**src/rtl/adder4_stream_acc.sv**
```systemverilog
`default_nettype none
// ============================================================================
// Module   : adder4_stream_acc
// Purpose  : Serial four-operand accumulator with stop-on-overflow. Takes one
//            W-bit operand per handshake, N operands per group, and returns a
//            registered {sum, count, ovf} result over a valid/ready handshake.
// Revision : 1.0 - initial release
// ============================================================================
module adder4_stream_acc #(
  parameter int W = 4,
  parameter int N = 4
) (
  input  logic         clk,
  input  logic         rst,
  input  logic         in_valid,
  output logic         in_ready,
  input  logic [W-1:0] in_data,
  output logic         out_valid,
  input  logic         out_ready,
  output logic [W-1:0] sum,
  output logic [1:0]   count,
  output logic         ovf,
  output logic [1:0]   op_idx
);

  // Index of the final operand of a group, and the largest non-overflowing sum.
  localparam logic [1:0] c_LAST_IDX = 2'(N - 1);
  localparam logic [W:0] c_MAX_SUM  = {1'b0, {W{1'b1}}};

  typedef enum logic [0:0] {
    S_COLLECT = 1'b0,
    S_DONE    = 1'b1
  } state_t;

  state_t       r_state;
  state_t       w_state_nxt;

  // Per-group working state: wide accumulator, successful-add count, stop flag.
  logic [W:0]   r_acc;
  logic [1:0]   r_adds;
  logic         r_stop;
  logic [1:0]   r_idx;

  // Result registers.
  logic [W-1:0] r_sum;
  logic [1:0]   r_count;
  logic         r_ovf;

  logic         w_accept;
  logic         w_consume;
  logic         w_last;
  logic [W:0]   w_sum_ext;
  logic         w_fits;
  logic [W:0]   w_acc_nxt;
  logic [1:0]   w_adds_nxt;
  logic         w_stop_nxt;

  assign w_last = (r_idx == c_LAST_IDX);

  // State register; an asserted reset discards any partial group or pending result.
  always_ff @(posedge clk or posedge rst) begin
    if (rst) begin
      r_state <= S_COLLECT;
    end else begin
      r_state <= w_state_nxt;
    end
  end

  // Next-state and handshake outputs; in_valid is ignored while a result is pending.
  always_comb begin
    w_state_nxt = r_state;
    in_ready    = 1'b0;
    out_valid   = 1'b0;
    w_accept    = 1'b0;
    w_consume   = 1'b0;
    case (r_state)
      S_COLLECT: begin
        in_ready = 1'b1;
        w_accept = in_valid;
        if (in_valid && w_last) begin
          w_state_nxt = S_DONE;
        end
      end
      S_DONE: begin
        out_valid = 1'b1;
        w_consume = out_ready;
        if (out_ready) begin
          w_state_nxt = S_COLLECT;
        end
      end
      default: begin
        w_state_nxt = S_COLLECT;
      end
    endcase
  end

  // Accumulation rule: the first operand seeds acc; later ones add while the sum
  // still fits in W bits, otherwise stop freezes acc/adds for the rest of the group.
  always_comb begin
    w_sum_ext  = r_acc + {1'b0, in_data};
    w_fits     = (w_sum_ext <= c_MAX_SUM);
    w_acc_nxt  = r_acc;
    w_adds_nxt = r_adds;
    w_stop_nxt = r_stop;
    if (r_idx == 2'd0) begin
      w_acc_nxt  = {1'b0, in_data};
      w_adds_nxt = 2'd0;
      w_stop_nxt = 1'b0;
    end else if (!r_stop) begin
      if (w_fits) begin
        w_acc_nxt  = w_sum_ext;
        w_adds_nxt = r_adds + 2'd1;
      end else begin
        w_stop_nxt = 1'b1;
      end
    end
  end

  // Working state and operand index advance only on an accepted operand.
  always_ff @(posedge clk or posedge rst) begin
    if (rst) begin
      r_acc  <= '0;
      r_adds <= 2'd0;
      r_stop <= 1'b0;
      r_idx  <= 2'd0;
    end else if (w_accept) begin
      r_acc  <= w_acc_nxt;
      r_adds <= w_adds_nxt;
      r_stop <= w_stop_nxt;
      r_idx  <= w_last ? 2'd0 : r_idx + 2'd1;
    end else if (w_consume) begin
      r_idx  <= 2'd0;
    end
  end

  // Result load on the last operand; a lone first operand is never reported as a sum.
  always_ff @(posedge clk or posedge rst) begin
    if (rst) begin
      r_sum   <= '0;
      r_count <= 2'd0;
      r_ovf   <= 1'b0;
    end else if (w_accept && w_last) begin
      r_sum   <= (w_adds_nxt == 2'd0) ? '0 : w_acc_nxt[W-1:0];
      r_count <= w_adds_nxt;
      r_ovf   <= w_stop_nxt;
    end
  end

  assign sum    = r_sum;
  assign count  = r_count;
  assign ovf    = r_ovf;
  assign op_idx = r_idx;

endmodule
`default_nettype wire

```
**config.mk**
```make
export PLATFORM = sky130hd
export DESIGN_NAME = adder4_stream_acc
export DESIGN_NICKNAME = d
export VERILOG_FILES = /design/src/rtl/adder4_stream_acc.sv
export SDC_FILE = /design/constraint.sdc
export NUM_CORES = 1
export LEC_CHECK = 0
export BUFFER_PORTS_ARGS = -buffer_cell sky130_fd_sc_hd__buf_2
export CORE_ASPECT_RATIO = 1.4
export CORE_MARGIN = 2
export CORE_UTILIZATION = 35
export DETAILED_ROUTE_END_ITERATION = 10
export PLACE_DENSITY = 0.53
export SKIP_CTS_REPAIR_TIMING = 1
export SLEW_MARGIN = 10
export SYNTH_ARGS = -nofsm -noshare
export SYNTH_HDL_FRONTEND = slang
export SYNTH_SLANG_ARGS = --single-unit
```
**constraint.sdc**
```tcl
create_clock -name clk -period 2.38 [get_ports clk]
set_input_delay 0.476 -clock clk [delete_from_list [all_inputs] [get_ports clk]]
set_output_delay 0.476 -clock clk [all_outputs]
set_load 0.02 [all_outputs]
```
Word level (Yosys, flattened, before mapping):

Index checks and enable logic that the tools add are counted.

* eq/ne operators: 2
* order comparisons: 1
* bitwise gates (word level): 1
* add/subtract/negate cells: 3
* muxes and demuxes: 20
* reduce and logical (&&, ||, !) cells: 7

Operators by type and width (number)
* $mux 5: 3
* $mux 2: 6
* $mux 1: 9
* $add 5x4->5: 1
* $le 5x4->1 const B: 1
* $add 2x1->2 const B: 2
* $logic_not 2->1: 2
* $mux 4: 1
* $reduce_bool 2->1: 2
* $reduce_and 3->1: 1
* $eq 2x2->1 const B: 1
* $logic_and 1x1->1: 2
* $ne 2x1->1 const B: 1
* $pmux 1 s2: 1
* $not 1->1: 1

* output and inout bits: 11
* word-level logic and storage cells: 43
* bits of input ports: 8
* register bits after elaboration: 18

Longest topological paths before layout:

Gate-level depths: netlist of the first run.

* depth in word-level cells: 7
* mapped depth: 8
* mapped depth without buffers: 7

Worst setup path after synthesis of the first run:

Ideal clock, no wire load.

* path kind: input to register
* from: input in_data[0]
* to: register r_adds[0]
* buffers on the path: 1
* required time: 2248 ps
* data arrival time: 2313 ps
* path slack: -65 ps
* stages on the path: 8
* setup time: 132 ps
* cell sequence: ha_1 -> fa_1 -> a21o_1 -> a2111oi_4 -> or2_2 -> buf_6 -> mux2i_1 -> o21ai_1

* cells in the longest elaborated chain, start to end: 5

Ends and longest elaborated chain
* start: declaration: line 17 `input logic [W-1:0] in_data,`
* $add 5x4->5: line 100 `w_sum_ext = r_acc + {1'b0, in_data};`
* $le 5x4->1: line 101 `w_fits = (w_sum_ext <= c_MAX_SUM);`
* $mux 2: line 110 `if (w_fits) begin`
* $mux 2: line 109 `end else if (!r_stop) begin`
* $mux 2: line 105 `if (r_idx == 2'd0) begin`
* end signal: assignment: line 128 `r_adds <= w_adds_nxt;`
* end: declaration: line 40 `logic [1:0] r_adds;`

No other way between the ends.
A chain may end at the register's enable or synchronous reset.

Final worst setup path of the first run:

* from: register r_acc[0]
* to: register r_adds[1]

* cells in the longest elaborated chain, start to end: 5

Ends and longest elaborated chain
* start: declaration: line 39 `logic [W:0] r_acc;`
* start signal: assignment: line 127 `r_acc <= w_acc_nxt;`
* $add 5x4->5: line 100
* $le 5x4->1: line 101
* $mux 2: line 110
* $mux 2: line 109
* $mux 2: line 105

No other way between the ends.

==> results of run 1 <==
==> registers in the layout (all words and copies together) (netlist names) <==
register,count
r_acc,5
sum,4
count,2
op_idx,2
r_adds,2
ovf,1
r_state,1
r_stop,1
==> placed cells by master (no fill, tap or decap), types with 3 or more instances in the layout <==
| cell type | count |
|---|---|
| sky130_fd_sc_hd__buf_2 | 18 |
| sky130_fd_sc_hd__xnor2_1 | 4 |
| sky130_fd_sc_hd__o21ai_0 | 4 |
| sky130_fd_sc_hd__dfrtp_1 | 18 |
| sky130_fd_sc_hd__a21oi_1 | 5 |
| sky130_fd_sc_hd__buf_4 | 10 |
| sky130_fd_sc_hd__nand2_1 | 15 |
| sky130_fd_sc_hd__nor2_1 | 3 |
| sky130_fd_sc_hd__a22oi_1 | 3 |
| sky130_fd_sc_hd__clkbuf_8 | 4 |
| sky130_fd_sc_hd__mux2i_1 | 4 |
| sky130_fd_sc_hd__ha_1 | 6 |
| sky130_fd_sc_hd__inv_1 | 5 |
| sky130_fd_sc_hd__o21ai_1 | 8 |
| sky130_fd_sc_hd__nor2b_1 | 3 |
==> layer usage <==
| layer | up-vias | part of all wire [%] |
|---|---|---|
| met2 | 10 | 52 |
| met5 | - | 0 |
| met1 | 413 | 46 |
| li1 | 457 | - |
| met3 | 2 | 1.8 |
| met4 | 0 | 0.73 |
==> logic make-up (layout without fill, tap and decap cells) <==
family,Yosys count,after routing
simple gates,34,35
flops,18,18
buf+inv,9,37
mux,4,4
fa+ha+maj,7,7
xor+xnor,5,5
compound gates,34,34
==> where the power goes <==
| group | total [W] | internal (W) | switching, W |
|---|---|---|---|
| Combinational | 0.00110 | 0.000518 | 0.000583 |
| Sequential | 0.000558 | 0.000436 | 0.000121 |
| Clock | 0.000252 | 0.000147 | 0.000106 |
| Total | 0.00191 | 0.00110 | 0.000810 |
==> cells in the mapped netlist (3+ instances only) <==
| cell type | instances | area (µm²) |
|---|---|---|
| sky130_fd_sc_hd__xnor2_1 | 4 | 35.0 |
| sky130_fd_sc_hd__mux2i_1 | 4 | 40.0 |
| sky130_fd_sc_hd__ha_1 | 6 | 75.1 |
| sky130_fd_sc_hd__o21ai_0 | 4 | 20.0 |
| sky130_fd_sc_hd__o21ai_1 | 8 | 40.0 |
| sky130_fd_sc_hd__nor2_1 | 3 | 11.3 |
| sky130_fd_sc_hd__nand2_1 | 15 | 56.3 |
| sky130_fd_sc_hd__a22oi_1 | 3 | 22.5 |
| sky130_fd_sc_hd__inv_1 | 5 | 18.8 |
| sky130_fd_sc_hd__dfrtp_1 | 18 | 450 |
| sky130_fd_sc_hd__a21oi_1 | 5 | 25.0 |
| sky130_fd_sc_hd__nor2b_1 | 3 | 18.8 |
==> stage by stage <==
stage	util, %	cells
3_5_place_dp	42.9	169
2_1_floorplan	-	111
4_1_cts	44.8	173
3_3_place_gp	42.9	169
5_1_grt	45.8	177
6_report	45.8	177
==> worst max-delay path by stage <==
| stage | end | depth (start not counted) | startpoint |
|---|---|---|---|
| detailed placement | sum[1] | 8 | in_data[0] |
| global placement | sum[1] | 8 | in_data[0] |
| finish | r_adds[1] | 7 | r_acc[0] |
| CTS | sum[1] | 7 | r_acc[0] |
| floorplan | r_adds[0] | 8 | in_data[0] |
| global route | sum[1] | 9 | r_acc[0] |
==> critical path, cell delays in order, from the launching register on <==
cell                        delay [ns]
sky130_fd_sc_hd__dfrtp_1          0.40
sky130_fd_sc_hd__ha_1             0.22
sky130_fd_sc_hd__fa_2             0.35
sky130_fd_sc_hd__a21o_1           0.22
sky130_fd_sc_hd__a2111oi_4        0.28
sky130_fd_sc_hd__buf_4            0.19
sky130_fd_sc_hd__o21ai_0          0.15
sky130_fd_sc_hd__a221o_1          0.34
==> layout make-up <==
| type | instances | area (µm²) |
|---|---|---|
| clock buffers | 4 | 55.1 |
| inverters | 5 | 18.8 |
| well taps | 37 | 46.3 |
| repair buffers | 28 | 165 |
| flip-flops and latches | 18 | 450 |
| multi-input cells | 85 | 594 |
| fillers | 297 | 1580 |
==> run summary, run 1 <==
The number of buffers added on ports came out at 18. The dominant combinational cell family by area after synthesis is compound AO/OA/AOI/OAI gates. The HPWL reported at the end of detailed placement came out at 1830 µm. The endpoint of the worst register-to-register path is r_adds[1]. The row count is 23.

The distinct cell type count of the synthesized netlist came out at 35. The post-synthesis area per instance is 9.71 µm². Global routing finished with a remaining overflow of 0. The headroom to the max-slew limit came out at 55.2%. For this block, the initial DRC count from the detailed router was 23. The run finished with clean final reports. In this run the worst path has a maximum fanout of 6. 0 antenna diodes ended up in the layout. For this run, global-route usage on met2 was measured as 23.4%.

Setup violations remaining at the end of the flow were counted as 0. TritonCTS created 3 clock buffers. The all-layer global routing usage came out at 14.7%.

In the finished design, the share of the clock period the worst path needs comes to 95.5%. Sequential cells were found to cover 41.8% of the synthesized design area. The worst reg2reg path depth came out at 7. The flip-flop and latch count after synthesis is 18. The nature of the critical path startpoint is a register. After the last flow step, the layout net total stands at 156. The pin count of the biggest net entering global routing came out at 19. The first-pass GRT wire length came out at 4020 µm. The number of buffers on the longest clock path came out at 2.

The post-placement worst setup slack came out at -0.176 ns. The maximum level of the CTS H-tree is 1. The upper clock frequency limit is 0.440 GHz. Cells with a size suffix above 1 make up 26.4% of the layout. The area growth from synthesis to layout is 23.5%. After synthesis, the share of cell area in mux cells is 3.72%.

The worst setup slack for register-to-register paths is 0.11 ns. The tree is rooted in a sky130_fd_sc_hd__clkbuf_8. The measured slew at the worst slew-check pin is 0.671 ns. The peak supply drop is 542 µV. Hold timing on the final database bottoms out at a slack of 0.307 ns. The number of nets in the synthesized netlist came out at 126. The total count of hold-check failures in the final report is 0. The via count of the routed design came out at 882. The floorplan step defined a die boundary enclosing 3540 µm². The number of global-route vias before repair came out at 875.

The met1 routing resource usage after global routing came out at 19.3%. Across the run, the number of max-cap violations was 0. TritonCTS built the clock tree.

The placer congestion estimate is 0.869. The global routing stage identified its most utilized layer as met2. Summing the areas of all compound-gate instances in the mapped netlist gives 22.0% of the synthesized area. Of the total synthesized cell area, the portion taken by XOR and XNOR cells is 4.07%. The post-synthesis instance total came out at 111. The number of enable flip-flop cells after synthesis came out at 0. The clock-pin slew of the registers on the worst-case setup and hold paths is 0.07 ns. The height of the die came out at 69.6 µm. Summed over all cells, the static leakage comes to 0.634 nW. The synthesized-area fraction occupied by adder cells is 8.83%.

The netlist area before placement came out at 1080 µm². The number of antenna violations at the first check in global routing is 0. The total power is 0.00191 W. The proportion of synthesized flip-flops having asynchronous set or reset is 100%. The final design area excluding fillers came out at 1330 µm².

The final routed wirelength across all metal layers came out at 2340 µm. In this run the critical register-to-register path is launched from r_acc[0]. The data arrival time of the critical path came out at 2.41 ns. The post-layout worst setup margin is 0.108 ns.

The number of iterations in the first detailed-routing pass is 4. The area of placed instances is 1250 µm². The largest clock skew in the final design came out at 0.00617 ns. The tightest min-delay check is of the input port to async pin type.

The initial utilization of the core area, before any placement, comes to 37.1%. The setup total negative slack came out at 0 ns. The met3 track utilization from global routing is 2.59%. The insertion delay to the later sink of the worst-skew pair is 0.25 ns. Dividing the detail-routed wire length by the instance count gives 13.2 µm. During synthesis, Yosys emitted a total of 0 warnings. The number of vias per cell after detailed routing came out at 4.98. The chip width came out at 50.9 µm. The core area came out at 2910 µm². Of the total synthesized cell area, the portion taken by AND, OR, NAND and NOR gates is 15.6%. By startpoint and endpoint, the worst setup path is classified as register to register. The time the final worst path needs with I/O delays and setup is 2.27 ns. STA classifies the critical path endpoint as a register. The post-route antenna net violation count is 0. The max-slew violation count is 0. The power per standard cell area is 1440 nW/µm². For this run, the leading register cell type out of synthesis is sky130_fd_sc_hd__dfrtp_1.

The required time at the worst-slack endpoint came out at 2.52 ns. 19 I/O pins were placed. The remaining design rule violation count is 0. The clock sink count is 18.
Note: power is estimated with default switching activity, not from simulation.
==> run 2, diff against run 1 <==
Clock period 2.38 ns to 1.9 ns, I/O delays scaled along.
==> run summary, run 2 (synthesis gave the netlist of run 1 again) <==
The run finished, with violations left. The final reports fail on negative setup slack. The placer congestion estimate came out at 0.754. The initial standard-cell utilization of the core came out at 37.1%.

The count of filler cells inserted in the layout is 287. The met3 track utilization from global routing came out at 2.16%. The measured slew at the worst slew-check pin came out at 0.710 ns. The path category of the worst min-delay check is input port to async pin. The largest clock skew in the final design is 0.00965 ns.

The number of vias per cell after detailed routing came out at 5.05. The height of the die came out at 69.6 µm. The number of buffers on the longest clock path is 2. For met1 alone, demand over resource in global routing was 18.1%. The number of buffers added on ports is 18. Setup repair after global routing could not meet its margin everywhere.

The remaining design rule violation count is 0. The power per standard cell area came out at 1810 nW/µm². The most common cell after layout, fill and taps aside is sky130_fd_sc_hd__buf_4. The number of antenna violations at the first check in global routing is 0. The number of endpoints failing setup at the final stage is 14. The maximum fanout encountered on the critical timing path is 5. The footprint of the multi-input gates is 643 µm².

After clock tree synthesis, the clock-pin slew on the worst setup and hold paths is 0.07 ns. The max-slew violation count came out at 0. The maximum level of the CTS H-tree came out at 1. The post-layout worst setup margin came out at -0.337 ns.

After layout, the minimum clock period comes to 2.24 ns. The count of inserted antenna diode cells came out at 0. The routing usage on met2 came out at 28.7%. The row count came out at 23. In this run the cell area measured after placement is 1320 µm².

The insertion delay to the later sink of the worst-skew pair is 0.26 ns. The count of pins on the block boundary came out at 19. The first-pass GRT wire length is 4330 µm. The worst setup path is captured at a register. The layout net count came out at 167. Hold is met by 0.227 ns. The analysis attributes to cell leakage a power of 0.697 nW. The all-layer global routing usage is 15.9%. The share of the clock period used by the worst path is 118%. The register area is 450 µm². The total count of hold-check failures in the final report came out at 0.

The total clock buffers created by CTS came out at 3. STA classifies the critical path startpoint as a register. The detailed router's first-iteration violation count came out at 13.

The global-route congestion overflow total is 0. The kind of critical path is register to register. The data arrival time of the critical path came out at 2.37 ns. The final routed wirelength across all metal layers came out at 2690 µm. The core area came out at 2910 µm². The number of violations of the max-capacitance limit came out at 0. The routed length per instance is 14.3 µm. The pin count of the biggest net entering global routing is 19. In the layout the commonest cells are 20 x sky130_fd_sc_hd__buf_4, 18 x sky130_fd_sc_hd__dfrtp_1, 18 x sky130_fd_sc_hd__buf_2. The flip-flop count of the largest register, all copies and words added came out at 5. The number of placed instances, taps included is 179.

The layout overhead on the synthesized area came out at 36.0%. The post-route antenna net violation count is 0. From left edge to right edge, the die measures 50.9 µm. The proportion of layout cells with a drive suffix above 1 is 35.8%.

Across all layers, the routed design uses 950 vias. The final design area excluding fillers is 1470 µm². The headroom to the max-slew limit is 52.6%. The upper clock frequency limit came out at 0.447 GHz. TritonCTS built the clock tree. The most crowded layer after global routing is met2. Summed over all nets, the half-perimeter wirelength after detailed placement is 2010 µm.

The required time at the worst-slack endpoint came out at 2.03 ns. Clock tree synthesis selected as its root buffer the cell sky130_fd_sc_hd__clkbuf_8. For this run, the detailed router's first-pass iteration total came to 4.

The clock sink count came out at 18. The number of global-route vias before repair came to 985. The die covers 3540 µm². The number of standard cells in the layout, taps in and fillers out is 188. The peak supply drop came out at 805 µV. Counting flops per register, the top entry is r_acc.
[run 2: routing by layer]
| layer | wire length (µm) | share of wire (%) |
|---|---|---|
| met3 | 69 | 2.6 |
| met5 | 0 | 0 |
| met1 | 1160 | 43 |
| met2 | 1440 | 54 |
| met4 | 17 | 0.63 |
[run 2: area by class of cell]
type | instances | share of cell area, %
multi-input combinational | 85 | 43.9
sequential | 18 | 30.7
inverter | 5 | 1.28
timing repair buffer | 39 | 17.2
clock buffer | 4 | 3.76
tap | 37 | 3.16
[run 2: worst max-delay path, cell delays in order, from the launching register on]
cell                        delay, ns
sky130_fd_sc_hd__dfrtp_1         0.41
sky130_fd_sc_hd__ha_4            0.17
sky130_fd_sc_hd__fa_2            0.33
sky130_fd_sc_hd__a21o_1          0.20
sky130_fd_sc_hd__a2111oi_4       0.42
sky130_fd_sc_hd__or2_4           0.24
sky130_fd_sc_hd__a311o_1         0.25
sky130_fd_sc_hd__o21ai_1         0.09
[run 2: power by group]
| part | internal, W | switching [W] | total, W |
|---|---|---|---|
| logic | 0.000793 | 0.000851 | 0.00164 |
| clock network | 0.000184 | 0.000131 | 0.000315 |
| registers | 0.000547 | 0.000149 | 0.000696 |
| total | 0.00152 | 0.00113 | 0.00265 |
[run 2: worst paths after layout]
kind	startpoint	endpoint	slack (ns)	cells past startpoint
worst max-delay path	r_acc[0]	sum[3]	-0.34	7
worst min-delay path	rst	r_acc[4]	0.23	2
worst max register to register	r_acc[0]	sum[3]	-0.34	7
worst min register to register	ovf	ovf	0.47	2
max in group asynchronous	rst	sum[1]	1.22	2
min in group clk	out_ready	op_idx[0]	0.31	2
[run 2: stage by stage]
stage	TNS, ns	power, W	util (%)	setup slack [ns]
2_1_floorplan	-2.61	0.00167	-	-0.285
3_3_place_gp	-4.97	0.00211	45.5	-0.404
3_5_place_dp	-5.39	0.00215	45.5	-0.435
4_1_cts	-4.12	0.00248	47.4	-0.346
5_1_grt	-5.21	0.00286	50.4	-0.428
6_report	-3.82	0.00265	50.4	-0.337
==> run 3, diff against run 2 <==
Settings changed: SKIP_CTS_REPAIR_TIMING 1 to unset.
==> run summary, run 3 (synthesis gave the netlist of run 1 again) <==
The run finished, with violations left. The checks that failed: negative setup slack. In the final layout, the share of cells above drive strength 1 is 36.8%.

The data arrival time of the critical path is 2.33 ns. For the pin with the worst max-slew slack, the measured transition is 0.722 ns. The layout overhead on the synthesized area is 36.5%. For this design, the sink count on the clock tree is 18. In the final layout, the multi-input gates occupy 641 µm². Setup repair after global routing could not meet its margin everywhere.

The clock-pin slew of the registers on the worst-case setup and hold paths came out at 0.08 ns. In the detailed route, the total length drawn on met2 is 1470 µm. The detailed-route wire length on metal 1 is 1120 µm. The final core utilization came out at 50.6%. Entering global routing, the biggest net connects 19 pins. The count of pins on the block boundary came out at 19.

The global-route congestion overflow total is 0. The maximum fanout encountered on the critical timing path is 5. STA classifies the critical path startpoint as a register. The count of nets left with antenna violations once routing finished came out at 0. The worst pin sits at a relative slew slack of 51.8%. The number of placed instances, taps included is 179.

The remaining design rule violation count is 0. The final route contains 967 vias. The final routed wirelength across all metal layers came out at 2700 µm. The chip width came out at 50.9 µm. The height of the die is 69.6 µm. The critical path is of the register to register type.

Leaving out fill and tap cells, the most frequent cell in the layout is sky130_fd_sc_hd__buf_4. The leakage component of the power is 0.700 nW. The tree is rooted in a sky130_fd_sc_hd__clkbuf_8. The total count of hold-check failures in the final report came out at 0.

The TritonCTS clock tree is yes. The layout net count is 168. The post-placement worst setup slack is -0.435 ns. STA classifies the critical path endpoint as a register. The initial standard-cell utilization of the core is 37.1%. The upper clock frequency limit came out at 0.457 GHz. The share of the clock period used by the worst path came out at 115%. The power per standard cell area is 1810 nW/µm².

The time the final worst path needs with I/O delays and setup is 2.19 ns. The setup total negative slack is -3.08 ns. The register with the most flip-flops in the layout has 5 of them. Before antenna repair, the detailed router went through 4 iterations. The number of violations of the max-capacitance limit is 0. The count of inserted antenna diode cells is 0.

The HPWL reported at the end of detailed placement is 2010 µm. The routed length per instance is 14.3 µm. In this run the worst hold path is classified as input port to async pin. The max-slew violation count is 0. The number of endpoints failing setup at the final stage is 14.

The number of antenna violations at the first check in global routing is 0. Counting the fill cells in the layout gives 289. For the worst setup path, the data required time is 2.04 ns. Row generation in the floorplan step produced 23 rows. The largest clock skew in the final design is 0.00898 ns. The first-pass GRT wire length came out at 4460 µm. The core area came out at 2910 µm².

The register area is 450 µm². The number of global-route vias before repair came to 1006. Once layout is complete, the cells apart from fillers number 189. The die covers 3540 µm².

In the layout the commonest cells are 21 x sky130_fd_sc_hd__buf_4, 18 x sky130_fd_sc_hd__dfrtp_1, 18 x sky130_fd_sc_hd__buf_2. The number of buffers on the longest clock path is 2. The highest metal layer carrying signal wires in the routed design is met4. The post-layout worst setup margin is -0.289 ns. The worst hold slack after final layout is 0.230 ns. The all-layer global routing usage came out at 16.4%. The number of buffers added on ports came out at 18. More flip-flops sit in one register than any other, and that register is r_acc. The number of vias per cell after detailed routing is 5.12. The peak supply drop is 871 µV. CTS built an H-tree with a depth of 1.

The total clock buffers created by CTS came out at 3. The detailed router's first-iteration violation count is 27. The met3 routed wirelength came out at 88 µm. The placer congestion estimate came out at 0.754.

Clock latency on the worst-skew pair, taken at its later pin, is 0.26 ns.
run 3: metal layers:
metal  vias to the layer above  track usage (%)
li1                        479                -
met1                       465             18.5
met2                        19             29.8
met3                         4             2.16
met4                         0             7.21
met5                         -                0
run 3: worst paths after layout:
kind / startpoint / endpoint / slack (ns) / cells after the start
min reg2reg: ovf / ovf / 0.48 / 2
max reg2reg: r_acc[0] / sum[3] / -0.29 / 8
min: rst / sum[0] / 0.23 / 2
max: r_acc[0] / sum[3] / -0.29 / 8
max in group asynchronous: rst / r_acc[3] / 1.21 / 2
min in group clk: out_ready / op_idx[0] / 0.31 / 2
run 3: timing repair:
item                       in CTS  in global routing
setup buffers                   2                  4
gates cloned                    1                  0
hold endpoints to repair        0                  0
setup endpoints to repair      14                 14
resized for setup               6                  5
hold buffers                    0                  0
pin swaps                       3                  5
run 3: critical path, stage by stage, from the launching register on:
cell and delay [ns]:
sky130_fd_sc_hd__dfrtp_1 0.41, sky130_fd_sc_hd__ha_4 0.17, sky130_fd_sc_hd__fa_2 0.33, sky130_fd_sc_hd__a21o_1 0.20, sky130_fd_sc_hd__a2111oi_4 0.28, sky130_fd_sc_hd__buf_4 0.19
sky130_fd_sc_hd__or2_4 0.15, sky130_fd_sc_hd__a311o_1 0.24, sky130_fd_sc_hd__o21ai_1 0.09
run 3: power breakdown:
| part | switching (W) | internal [W] | total [W] |
|---|---|---|---|
| clock | 0.000133 | 0.000184 | 0.000318 |
| sequential | 0.000156 | 0.000546 | 0.000702 |
| combinational | 0.000837 | 0.000799 | 0.00164 |
run 3: area by class of cell:
class,instances,area share (%)
Multi-Input combinational cell,85,43.6
Sequential cell,18,30.6
Timing Repair Buffer,40,17.6
Clock buffer,4,3.74
Tap cell,37,3.15
Inverter,5,1.28
run 3: per-stage QoR:
| step | area (µm²) | total power, W |
|---|---|---|
| 2_1_floorplan | 1080 | 0.00167 |
| 5_1_grt | 1470 | 0.00285 |
| 4_1_cts | 1420 | 0.00257 |
| 3_3_place_gp | 1320 | 0.00211 |
| 3_5_place_dp | 1320 | 0.00215 |
| 6_report | 1470 | 0.00266 |
